## src/rtl/fc_argmax_head.sv

```systemverilog
// rtl/fc_argmax_head.sv - streaming top-1/top-2 classification head with frame-length check
module fc_argmax_head #(
  parameter int NUM_CLASSES = 256,
  parameter int DATA_W      = 16,
  parameter int IDX_W       = 8
) (
  input  logic                     clk,
  input  logic                     rst,
  input  logic signed [DATA_W-1:0] in_data,
  input  logic                     in_valid,
  input  logic                     in_last,
  output logic                     in_ready,
  output logic [IDX_W-1:0]         out_class,
  output logic signed [DATA_W-1:0] out_score,
  output logic [DATA_W:0]          out_margin,
  output logic                     out_err,
  output logic                     out_valid,
  input  logic                     out_ready
);

  typedef enum logic [1:0] {COLLECT, HOLD, DRAIN} state_t;

  localparam logic signed [DATA_W-1:0] MIN_VAL  = {1'b1, {(DATA_W-1){1'b0}}};
  localparam logic [IDX_W-1:0]         LAST_IDX = IDX_W'(NUM_CLASSES - 1);

  state_t                    state_q;
  logic [IDX_W-1:0]          cnt_q;
  logic [IDX_W-1:0]          best_idx_q, best_idx_d;
  logic signed [DATA_W-1:0]  best_q, best_d;
  logic signed [DATA_W-1:0]  second_q, second_d;
  logic                      long_q;
  logic [DATA_W:0]           margin_d;
  logic                      in_fire;
  logic                      at_last_idx;

  assign in_ready    = !rst && (state_q != HOLD);
  assign in_fire     = in_valid && in_ready;
  assign at_last_idx = (cnt_q == LAST_IDX);

  // Strict greater-than keeps the lower index on ties; the tied value drops into second.
  always_comb begin
    best_d     = best_q;
    second_d   = second_q;
    best_idx_d = best_idx_q;
    if (cnt_q == '0) begin
      best_d     = in_data;
      second_d   = MIN_VAL;
      best_idx_d = '0;
    end else if (in_data > best_q) begin
      second_d   = best_q;
      best_d     = in_data;
      best_idx_d = cnt_q;
    end else if (in_data > second_q) begin
      second_d   = in_data;
    end
    margin_d = {best_d[DATA_W-1], best_d} - {second_d[DATA_W-1], second_d};
  end

  always_ff @(posedge clk) begin
    if (rst) begin
      state_q    <= COLLECT;
      cnt_q      <= '0;
      best_q     <= '0;
      second_q   <= '0;
      best_idx_q <= '0;
      long_q     <= 1'b0;
      out_class  <= '0;
      out_score  <= '0;
      out_margin <= '0;
      out_err    <= 1'b0;
      out_valid  <= 1'b0;
    end else begin
      case (state_q)
        COLLECT: begin
          if (in_fire) begin
            best_q     <= best_d;
            second_q   <= second_d;
            best_idx_q <= best_idx_d;
            if (in_last || at_last_idx) begin
              cnt_q      <= '0;
              out_class  <= best_idx_d;
              out_score  <= best_d;
              out_margin <= margin_d;
              out_err    <= in_last ^ at_last_idx;
              out_valid  <= 1'b1;
              long_q     <= !in_last && at_last_idx;
              state_q    <= HOLD;
            end else begin
              cnt_q <= cnt_q + IDX_W'(1);
            end
          end
        end
        HOLD: begin
          if (out_ready) begin
            out_valid <= 1'b0;
            state_q   <= long_q ? DRAIN : COLLECT;
          end
        end
        DRAIN: begin
          // Tail of an over-long frame: swallow beats up to and including in_last.
          if (in_fire && in_last) begin
            state_q <= COLLECT;
          end
        end
        default: state_q <= COLLECT;
      endcase
    end
  end

endmodule

```

## config.mk

```make
export PLATFORM = sky130hd
export DESIGN_NAME = fc_argmax_head
export DESIGN_NICKNAME = d
export VERILOG_FILES = /design/src/rtl/fc_argmax_head.sv
export SDC_FILE = /design/constraint.sdc
export NUM_CORES = 1
export LEC_CHECK = 0
export CAP_MARGIN = 10
export CORE_MARGIN = 5
export CORE_UTILIZATION = 50
export CTS_CLUSTER_DIAMETER = 30
export DETAILED_ROUTE_END_ITERATION = 12
export GPL_ROUTABILITY_DRIVEN = 0
export GPL_TIMING_DRIVEN = 0
export PLACE_DENSITY = 0.75
export SETUP_SLACK_MARGIN = 0.5
export SYNTH_ARGS = -nofsm -noshare
export SYNTH_HDL_FRONTEND = slang
export SYNTH_SLANG_ARGS = --single-unit
export TNS_END_PERCENT = 30
```

## constraint.sdc

```tcl
create_clock -name clk -period 5.3 [get_ports clk]
set_input_delay 1.59 -clock clk [delete_from_list [all_inputs] [get_ports clk]]
set_output_delay 1.59 -clock clk [all_outputs]
set_load 0.01 [all_outputs]
```

After elaboration in Yosys (flattened, before gate mapping)
Index checks and enable logic that the tools add are counted.
W data, S select, Z words.

word-level totals
  flip-flop bits (word level) = 94
  output and inout port bits = 44

operators by class
  add/sub/neg operators = 2
  reduce and logical (&&, ||, !) cells = 14
  bitwise gates (word level) = 1
  $lt $le $gt $ge = 2
  eq/ne operators = 8
  mux-type cells = 18

operators by type and width
  cell                   count
  $mux W16               5
  $gt A16 B16 Y1         2
  $mux W8                3
  $sub A16 B16 Y17       1
  $mux W2                5
  $add A8 B1 Y8 const B  1
  $eq A8 B8 Y1 const B   1
  $logic_not A8 Y1       1
  $ne A2 B2 Y1 const B   4
  $reduce_and A4 Y1      2
  $pmux W2 S3            1
  $logic_and A1 B1 Y1    4
  $mux W1                3
  $reduce_and A3 Y1      1
  $eq A2 B1 Y1 const B   1
  $eq A2 B2 Y1 const B   1
  $logic_not A1 Y1       2
  $logic_not A2 Y1       1
  $ne A2 B1 Y1 const B   1
  $pmux W1 S2            1
  $reduce_and A2 Y1      1
  $reduce_bool A2 Y1     1
  $logic_or A1 B1 Y1     1
  $xor A1 B1 Y1          1

Depth between registers and ports, before layout
  word-level depth = 6
  gate-level depth with buffers = 19

Worst setup path before layout
No wires, ideal clock.

  kind = input to register
  start point = input in_data[5]
  end point = register out_margin[13]
  slack = -0.367 ns
  cell stages on the path = 16
  arrival time = 5.550 ns
  required time = 5.183 ns
  cell sequence = ha_1 > a211oi_2 > o21ai_1 > nor4b_1 > o41a_1 > nor2_1 > clkbuf_1 > nand2_1 > a31o_2 > ha_1 > or4_1 > o21ai_0 > a21oi_1 > o31a_1 > or3_1 > a32o_1

on the way
  word-level cells in the longest chain between the ends = 5
  elaborated cells between the ends (all ways) = 8
  classes of those cells = add/sub (1); order compare (2); mux (5)

RTL lines
  what                  line  RTL
  from (decl)           9     input logic signed [DATA_W-1:0] in_data,
  $gt A16 B16 Y1        53    end else if (in_data > second_q) begin
  $mux W16              53
  $mux W16              49    end else if (in_data > best_q) begin
  $mux W16              45    if (cnt_q == '0) begin
  $sub A16 B16 Y17 *    56    margin_d = {best_d[DATA_W-1], best_d} - {second_d[DATA_W-1], second_d};
  to (signal assigned)  83    out_margin <= margin_d;
  to (decl)             15    output logic [DATA_W:0] out_margin,

Mark *: on every way between the ends. The rest lies on a longest branch, timed or not.
A chain may end at the register's enable or synchronous reset.

Final worst setup path
  start point = input in_data[3]
  end point = register out_margin[13]

on the way
  elaborated cells between the ends (all ways) = 8
  classes of those cells = add/sub (1); order compare (2); mux (5)

RTL lines
  what              line  RTL
  $gt A16 B16 Y1    49
  $mux W16          49
  $mux W16          45
  net best_d[2]     29    logic signed [DATA_W-1:0] best_q, best_d;
  $sub A16 B16 Y17  56

The timed path passes the listed nets, and every way through them passes these cells.

==> impl_metrics.tcl <==
set metrics [dict create \
    coreArea_um2 11370 \
    end_kind "register" \
    status "complete, but fails checks" \
    ir_drop_mv 0.2549 \
    utilization_pct 71.17 \
    synthFlopType "dfxtp_1" \
    cp_num_buf_inv 5 \
    grt_pass1_wl_um 30800 \
    final_layout_size_suffix_gt1_share_pct 25.43 \
    path_common_cell "buf_6" \
    drc_errors 0 \
    powerDensity_nw_per_um2 251.8 \
    vias 5937 \
    fin_skew_ns 0.008732 \
    clkLatencyLatePin_ns 0.35 \
    avgViaCountPerCell 6.256 \
    slew_headroom_pct 31.86 \
    syn_area_per_cell_um2 8.426 \
    routedWlPerCell_um 20.66 \
    finalHoldViolCount 0 \
    rows 39 \
    yosys_warnings 0 \
    critPathArrivalTime_ns 5.59 \
    fin_crit_ns 5.351 \
    rsz0062_at_grt "yes" \
    crit_type "input port to register" \
    cp-start-kind "input port" \
    ctsHoldBuffers 0 \
    cts_root_buf "clkbuf_16" \
    drv_slew 0 \
    critPathSlowestCell "or4_4" \
    setup_ws_ns -0.05084 \
    path_clk_slew_ns 0.07 \
    cap_violations 0 \
    synth_edf_count 0 \
    dp_hpwl_um 13440 \
    grt_max_degree 18 \
    fin_crit_sh_pct 101.0 \
    start_util_pct 50.76 \
    worst_slew_pin_slew_ns 1.008 \
    cts_tree "built" \
    design_area_um2 8092 \
    placed_cell_area_um2 6844 \
    die_w_um 117.4 \
    p_leak_uw 0.003231 \
    preCtsSetupSlack_ns -1.361 \
    max_clock_freq_ghz 0.1869 \
    ys_ff_latch 94 \
    dieArea_um2 13790 \
    crit_family "compound AO/OA/AOI/OAI gates" \
    io_buffers 64 \
    syn_to_final_growth_pct 40.19 \
    fin_nets 875 \
    grt_pass1_vias 5959 \
    cp_max_fo 6 \
    cts_max_level 3 \
    cp.required_ns 5.54 \
    pin_count 65 \
    detailedRoute.firstIterationViolations 638 \
    clock-sinks 94 \
    hold_ws_ns 0.4579 \
    syn_inst 685 \
    fp.dieH_um 117.4 \
    hold_class "register to register" \
    diodes 0 \
    synth_cell_type_count 64 \
    synthArstFlopShare_pct 0 \
    synth_seq_area_share_pct 32.60 \
    antenna_found_initial 0 \
    max_stage_delay_ns 0.48 \
    cts_inserted_buffers 9 \
    drt-pass1-iter-count 5 \
    setup_viol 2 \
    grtUsageTotal_pct 27.04 \
    path_cells "clkdlybuf4s15_2, ha_4, a21oi_2, a211oi_4, buf_6, or4_4, buf_6, nand3_4, buf_6, buf_16, mux2_4, ha_4, o21a_1, o31a_1, o21ai_4, a21oi_2, o31a_1, or3_1, a32o_1" \
    finalWirelength_um 19600 \
    grt-ovfl-total 0 \
    violations "setup timing" \
    synth_fp_nets 759 \
    ant_nets 0 \
    clock_path_buffers 2 \
    synth_area_um2 5772 \
]
worst reg2reg max path, cell delays in order, from the launching register on:
cell      delay, ns
dfxtp_1        0.44
inv_1          0.11
ha_4           0.28
nand4_1        0.21
or2_4          0.34
a211oi_4       0.29
buf_4          0.17
o211a_4        0.19
nor2_4         0.06
buf_6          0.15
clkbuf_4       0.21
a31o_4         0.25
ha_4           0.15
or4_4          0.55
o21ai_4        0.16
a21oi_2        0.08
o31a_1         0.24
or3_1          0.31
a32o_1         0.26
through the flow:
step,setup TNS [ns],std cells,total power (uW)
after CTS,0,940,1990
after global routing,-0.5076,949,2107
after detailed placement,-14.11,892,1189
after floorplan,-0.08599,685,1037
final,-0.06419,949,2037
after global placement,-12.86,892,1176
registers in the layout, summed over array words and instances (netlist names):
name,flops
long_q,1
state_q,2
out_margin,17
out_err,1
best_q,16
second_q,16
out_score,16
best_idx_q,8
out_valid,1
out_class,8
cnt_q,8
cell type report:
type	instances	area, um2
clock buffers	9	225.2
clock inverters	7	102.6
fillers	827	3278
repair buffers	105	1035
multi-input cells	509	4248
well taps	143	178.9
inverters	44	165.2
plain buffers	38	255.2
flip-flops and latches	94	1882
per-layer routing:
metal / wire length [um] / global-route usage (%) / up-vias / share of wire [%]
met1: 8081 / 34.54 / 2856 / 41
met2: 9606 / 45.90 / 285 / 49
met5: 0 / 0 / - / 0
li1: - / - / 2742 / -
met4: 597 / 8.920 / 0 / 3.0
met3: 1317 / 4.909 / 54 / 6.7
cells in the mapped netlist, types with 3 or more instances:
| master | number | share of area, % |
|---|---|---|
| nor2b_1 | 8 | 0.87 |
| mux2_1 | 5 | 0.98 |
| nor2_1 | 55 | 3.6 |
| and2_1 | 3 | 0.33 |
| o21a_1 | 4 | 0.52 |
| and3_1 | 33 | 3.6 |
| a21oi_1 | 36 | 3.1 |
| ha_1 | 52 | 11 |
| or3_1 | 6 | 0.65 |
| o21ai_0 | 42 | 3.6 |
| o211ai_1 | 3 | 0.39 |
| nor4_1 | 3 | 0.33 |
| a221o_1 | 15 | 2.6 |
| nor4b_1 | 3 | 0.46 |
| mux2i_1 | 22 | 3.8 |
| buf_2 | 7 | 0.61 |
| nand4_1 | 9 | 0.98 |
| nand3_1 | 21 | 1.8 |
| o31ai_1 | 6 | 0.78 |
| nor3_1 | 11 | 0.95 |
| xor2_1 | 6 | 0.91 |
| xnor2_1 | 5 | 0.76 |
| nand2_1 | 62 | 4.0 |
| a31oi_1 | 3 | 0.33 |
| mux2_2 | 9 | 1.8 |
| buf_6 | 3 | 0.59 |
| or4_1 | 4 | 0.52 |
| inv_1 | 44 | 2.9 |
| nand2b_1 | 3 | 0.33 |
| a32oi_1 | 8 | 1.2 |
| a31o_2 | 13 | 2.0 |
| clkbuf_1 | 25 | 1.6 |
| a211oi_1 | 9 | 1.2 |
| dfxtp_1 | 94 | 33 |
| a21o_1 | 15 | 2.0 |
cell usage in the layout, fill, tap and decap left out, types with 5 or more instances in the layout:
master,instances
dfxtp_1,94
nand2_1,59
nor2_1,51
clkdlybuf4s50_1,47
inv_1,43
buf_4,36
o21ai_0,33
and3_1,33
a21oi_1,27
ha_4,26
ha_1,24
nand3_1,21
clkbuf_1,20
mux2i_1,19
a21o_1,15
a221o_1,15
buf_6,14
a31o_2,12
clkbuf_16,10
nor3_1,9
nand4_1,9
a21oi_2,9
mux2_2,9
buf_2,9
a32oi_1,8
a211oi_1,7
o21ai_1,6
buf_12,6
xor2_1,6
nor2b_1,5
or3_1,5
kinds of logic (layout without fill, tap and decap cells):
logic type               after synthesis  in the layout  share of synthesized area, %
buffers and inverters                 82            203                         5.940
flip-flops                            94             94                         32.60
adder cells (fa/ha/maj)               53             53                         11.62
multiplexers                          36             36                         6.547
AND/OR/NAND/NOR                      230            230                         19.68
AO/OA/AOI/OAI                        179            179                         21.94
XOR/XNOR                              11             11                         1.669
power by group:
group          internal (uW)  switching [uW]  total [uW]  leakage [uW]
logic                    263             298         560       0.00231
clock network            420             300         719      0.000157
registers                734            23.7         758      0.000764
total                   1420             621        2040       0.00323
path summary, 6_finish.rpt:
kind,start,end,slack [ns],cells after the start
worst max-delay path,in_data[3],out_margin[13],-0.05,19
worst min-delay path,out_margin[11],out_margin[11],0.46,2
worst max register to register,best_q[15],out_margin[13],0.75,18
worst min register to register,out_margin[11],out_margin[11],0.46,2
repair_timing:
action	CTS	global route
endpoints found under the setup margin	18	15
pin swaps	40	18
gates cloned	2	0
gates resized for setup	179	34
setup buffers	30	9
No activity file was read; power rests on OpenSTA's default activity.
